### src/rtl/apb_pkg.sv
// Shared APB definitions: default bus widths, requester FSM states and
// the watchdog width helper.
package apb_pkg;

    localparam int APB_ADDR_W = 32;
    localparam int APB_DATA_W = 32;

    typedef enum logic [1:0] {
        IDLE   = 2'd0,
        SETUP  = 2'd1,
        ACCESS = 2'd2
    } apb_state_e;

    // Watchdog counter width: enough bits to hold TIMEOUT, never narrower than 1.
    function automatic int wd_width(input int timeout);
        int w;
        w = $clog2(timeout + 1);
        return (w < 1) ? 1 : w;
    endfunction

endpackage

### src/rtl/apb_master.sv
// APB3 requester: turns a valid/ready command into SETUP/ACCESS transfers,
// returns read data and an error flag, and aborts stalled completers.
module apb_master
    import apb_pkg::*;
#(
    parameter int ADDR_W  = APB_ADDR_W,
    parameter int DATA_W  = APB_DATA_W,
    parameter int TIMEOUT = 1023
) (
    input  logic              PCLK,
    input  logic              PRESETn,
    input  logic              cmd_valid,
    output logic              cmd_ready,
    input  logic              cmd_write,
    input  logic [ADDR_W-1:0] cmd_addr,
    input  logic [DATA_W-1:0] cmd_wdata,
    output logic              rsp_valid,
    output logic [DATA_W-1:0] rsp_rdata,
    output logic              rsp_err,
    output logic              busy,
    output logic [ADDR_W-1:0] PADDR,
    output logic              PWRITE,
    output logic              PSEL,
    output logic              PENABLE,
    output logic [DATA_W-1:0] PWDATA,
    input  logic [DATA_W-1:0] PRDATA,
    input  logic              PREADY,
    input  logic              PSLVERR
);

    localparam int              WD_W    = wd_width(TIMEOUT);
    localparam bit              WD_EN   = (TIMEOUT > 0);
    localparam logic [WD_W-1:0] WD_LAST = WD_EN ? WD_W'(TIMEOUT - 1) : '0;

    apb_state_e        r_state;
    logic [WD_W-1:0]   r_wd;
    logic [ADDR_W-1:0] r_paddr;
    logic              r_pwrite;
    logic [DATA_W-1:0] r_pwdata;
    logic              r_psel;
    logic              r_penable;
    logic              r_cmd_ready;
    logic              r_busy;
    logic              r_rsp_valid;
    logic [DATA_W-1:0] r_rsp_rdata;
    logic              r_rsp_err;

    apb_state_e        w_state_nxt;
    logic [WD_W-1:0]   w_wd_nxt;
    logic [ADDR_W-1:0] w_paddr_nxt;
    logic              w_pwrite_nxt;
    logic [DATA_W-1:0] w_pwdata_nxt;
    logic              w_rsp_valid_nxt;
    logic [DATA_W-1:0] w_rsp_rdata_nxt;
    logic              w_rsp_err_nxt;

    always_comb begin
        // NOTE: every variable gets a default first so no path leaves one
        // unassigned, which would otherwise infer a latch.
        w_state_nxt     = r_state;
        w_wd_nxt        = r_wd;
        w_paddr_nxt     = r_paddr;
        w_pwrite_nxt    = r_pwrite;
        w_pwdata_nxt    = r_pwdata;
        w_rsp_valid_nxt = 1'b0;
        w_rsp_rdata_nxt = '0;
        w_rsp_err_nxt   = 1'b0;

        unique case (r_state)
            IDLE: begin
                if (cmd_valid) begin
                    w_paddr_nxt  = cmd_addr;
                    w_pwrite_nxt = cmd_write;
                    w_pwdata_nxt = cmd_wdata;
                    w_wd_nxt     = '0;
                    w_state_nxt  = SETUP;
                end
            end
            SETUP: begin
                w_state_nxt = ACCESS;
            end
            ACCESS: begin
                if (PREADY) begin
                    w_rsp_valid_nxt = 1'b1;
                    w_rsp_rdata_nxt = r_pwrite ? '0 : PRDATA;
                    w_rsp_err_nxt   = PSLVERR;
                    w_state_nxt     = IDLE;
                end else if (WD_EN && (r_wd == WD_LAST)) begin
                    // This stalled edge is the TIMEOUT-th one: abort with an error.
                    w_rsp_valid_nxt = 1'b1;
                    w_rsp_err_nxt   = 1'b1;
                    w_state_nxt     = IDLE;
                end else if (WD_EN) begin
                    w_wd_nxt = r_wd + WD_W'(1);
                end
            end
            default: begin
                w_state_nxt = IDLE;
            end
        endcase
    end

    // NOTE: sequential state uses non-blocking assignments so every register
    // samples pre-edge values regardless of statement order.
    always_ff @(posedge PCLK or negedge PRESETn) begin
        if (!PRESETn) begin
            r_state     <= IDLE;
            r_wd        <= '0;
            r_paddr     <= '0;
            r_pwrite    <= 1'b0;
            r_pwdata    <= '0;
            r_psel      <= 1'b0;
            r_penable   <= 1'b0;
            r_cmd_ready <= 1'b1;
            r_busy      <= 1'b0;
            r_rsp_valid <= 1'b0;
            r_rsp_rdata <= '0;
            r_rsp_err   <= 1'b0;
        end else begin
            r_state     <= w_state_nxt;
            r_wd        <= w_wd_nxt;
            r_paddr     <= w_paddr_nxt;
            r_pwrite    <= w_pwrite_nxt;
            r_pwdata    <= w_pwdata_nxt;
            r_psel      <= (w_state_nxt != IDLE);
            r_penable   <= (w_state_nxt == ACCESS);
            r_cmd_ready <= (w_state_nxt == IDLE);
            r_busy      <= (w_state_nxt != IDLE);
            r_rsp_valid <= w_rsp_valid_nxt;
            r_rsp_rdata <= w_rsp_rdata_nxt;
            r_rsp_err   <= w_rsp_err_nxt;
        end
    end

    assign cmd_ready = r_cmd_ready;
    assign rsp_valid = r_rsp_valid;
    assign rsp_rdata = r_rsp_rdata;
    assign rsp_err   = r_rsp_err;
    assign busy      = r_busy;
    assign PADDR     = r_paddr;
    assign PWRITE    = r_pwrite;
    assign PSEL      = r_psel;
    assign PENABLE   = r_penable;
    assign PWDATA    = r_pwdata;

endmodule

### config.mk
export PLATFORM = sky130hd
export DESIGN_NAME = apb_master
export DESIGN_NICKNAME = d
export VERILOG_FILES = /design/src/rtl/apb_pkg.sv /design/src/rtl/apb_master.sv
export SDC_FILE = /design/constraint.sdc
export NUM_CORES = 1
export LEC_CHECK = 0
export CORE_ASPECT_RATIO = 2
export CORE_MARGIN = 3
export CORE_UTILIZATION = 44
export DETAILED_ROUTE_END_ITERATION = 12
export PLACE_DENSITY = 0.86
export SETUP_SLACK_MARGIN = 0.3
export SYNTH_ARGS = -nofsm -noshare
export SYNTH_HDL_FRONTEND = slang
export SYNTH_SLANG_ARGS = --single-unit
### constraint.sdc
create_clock -name PCLK -period 2.6 [get_ports PCLK]
set_clock_uncertainty 0.1 [all_clocks]
set_input_delay 0.52 -clock PCLK [delete_from_list [all_inputs] [get_ports PCLK]]
set_output_delay 0.52 -clock PCLK [all_outputs]
set_load 0.1 [all_outputs]
==> results.yml <==
outcome:
  status: "complete, no violations"
setup_path:
  start_kind: "input pin"
  crit_fanout: 19
  crit_type: "in2reg"
  worstSetupEndpointType: "flop"
  crit_arrival_ns: 2.20
  cp_data_required_time_ns: 2.81
floorplan:
  fp.dieArea_mm2: 0.0109
  start_util: 0.452
  rows: 50
  die-height_um: 145
  core_mm2: 0.00938
  io_pins: 205
  die_w_um: 75.4
sta:
  rsz0062_at_grt: "no"
  max_freq_mhz: 502
  tns_ns: 0
  setup_viol: 0
  final-max-slew-violation-count: 0
  hold_violations: 0
  tightest_slew_ns: 0.722
  finalCriticalPeriod_ns: 1.99
  post-route-period-util: 0.766
  max-slew-margin-rel: 0.519
routing:
  vias: 3637
  viasPerCell: 4.87
  drtIter0Drc: 196
  route.detailed.drc: 0
  first_pass_iters: 4
  routed_wl_um: 11700
  drtAntennaViolNets: 0
  wire_per_inst_um: 15.6
global_routing:
  grt-busiest-layer: "met2"
  grt_use_met3: 0.0726
  met2_usage: 0.384
  grt_pass1_vias: 3694
  overflow: 0
  grt_max_degree: 115
  grt_util_all_layers: 0.218
  use_met1: 0.214
  antenna_found_initial: 0
  grt_pass1_wl_um: 17500
clock_network:
  clk_latency_ns: 0.40
  post_cts_buffers: 0
  cts_buffers: 17
  cts_root_buffer: "clkbuf_16"
  h-tree-depth: 4
  clock_path_buffers: 2
  clk_pin_slew_ns: 0.05
  holdBufCountCts: 0
  post_cts_resize_count: 0
  clock_sinks: 114
  cts_tree: "yes"
layout:
  area_delta_synth_final_pct: 59.0
  drive_gt1_frac: 0.230
  diodes: 0
  nNetsFinal: 734
  final.fill_count: 683
  final_cells: 747
logic_synthesis:
  synth_top_family_by_area: "simple AND/OR/NAND/NOR gates"
  yosys.area_share.simple: 0.264
  syn-num-nets: 523
  ys_types: 29
  synth_area_mm2: 0.00424
  ys_ff_latch: 114
  synthAdderAreaFrac: 0.00590
  syn_avg_cell_area_um2: 10.1
  synth_xor_xnor_area_share: 0
  synth_cells: 419
  yosys_warnings: 0
  seq_area_frac_synth: 0.672
  synthMuxAreaShare: 0.00472
  synth_compound_area_frac: 0.0304
placement:
  dp.cells: 715
  gp_congestion: 0.779
  port_buffers: 204
  dpl.hpwl_um: 8630
flow_run:
  drv_cap: 0
worst_hold_path:
  hp-class: "in2async"
-- routing by layer --
layer	routed length, um	part of all wire	vias up
met4	480	0.041	0
li1	-	-	1730
met5	0	0	-
met3	664	0.057	34
met1	3870	0.33	1732
met2	6670	0.57	141
-- cell type report --
cell class | instances | area (um2) | share of cell area
Inverter | 5 | 18.8 | 0.00278
Multi-Input combinational cell | 281 | 1300 | 0.193
Clock inverter | 11 | 135 | 0.0200
Clock buffer | 21 | 460 | 0.0682
Tap cell | 104 | 130 | 0.0193
Timing Repair Buffer | 211 | 1850 | 0.274
Sequential cell | 114 | 2850 | 0.423
-- final timing paths --
| path | startpoint | endpoint | slack, ns | depth (start not counted) |
|---|---|---|---|---|
| max | PREADY | r_wd[5] | 0.61 | 5 |
| min reg2reg | PWDATA[20] | PWDATA[20] | 0.37 | 2 |
| min | PRESETn | PWDATA[3] | 0.08 | 2 |
| min in group PCLK | PWDATA[20] | PWDATA[20] | 0.37 | 2 |
| max in group asynchronous | PRESETn | PWDATA[15] | 1.86 | 2 |
| max reg2reg | r_wd[0] | r_wd[7] | 0.62 | 6 |
-- worst max-delay path: stages --
cell	delay [ns]
clkdlybuf4s50_1	0.49
nor3b_4	0.27
o31ai_4	0.22
or4_1	0.52
a21oi_1	0.18
-- Yosys cell counts (all sizes together) --
cell	number	area, um2
nor2	4	15.0
inv	5	18.8
a21oi	4	20.0
clkbuf	17	63.8
nand3	5	25.0
o211ai	2	15.0
buf	2	12.5
mux2i	2	20.0
o21a	1	7.51
nor3b	2	26.3
and2	32	200
o21ai	4	20.0
nor2b	1	6.26
or3	2	12.5
nor3	3	15.0
or4	2	15.0
nand4	1	21.3
dfrtp	113	2830
nor4	1	6.26
nand2	204	766
o31ai	7	66.3
or2	2	12.5
ha	2	25.0
dfstp	1	26.3
-- cell families after synthesis --
group                      after synthesis
DFF                                    114
muxes                                    2
and+or+nand+nor                        259
adders and majority gates                2
buffers and inverters                   24
AOI/OAI and AO/OA                       18
-- sequential cells by signal (all words and copies together) (netlist names), 2 cells and up --
register and cells:
r_wd 10, PWDATA 32, r_state 2, rsp_rdata 32
PADDR 32
-- metrics by stage --
step | area (um2) | hold WS [ns] | utilization | setup slack [ns]
6_report | 6750 | 0.0772 | 0.719 | 0.609
5_1_grt | 6750 | 0.124 | 0.719 | 0.505
4_1_cts | 6750 | 0.112 | 0.719 | 0.634
3_5_place_dp | 6150 | 0.363 | 0.656 | 0.219
3_3_place_gp | 6150 | 0.359 | 0.656 | 0.263
2_1_floorplan | 4240 | 0.124 | - | 0.656
-- cells in the final DEF, fill, tap and decap left out, types with 3 or more instances in the layout --
cell type        instances
a21oi_1                  4
and2_1                  32
buf_4                  110
bufinv_16                3
clkbuf_16               17
clkdlybuf4s50_1        100
clkinv_2                 6
dfrtp_1                113
inv_1                    4
nand2_1                203
nand3_1                  5
nor2_1                   4
nor3_1                   3
o21ai_0                  4
o31ai_1                  6
Power is left out: the tool's default activity adds up to more than one toggle a clock period on the data nets, which glitch-free logic cannot reach.
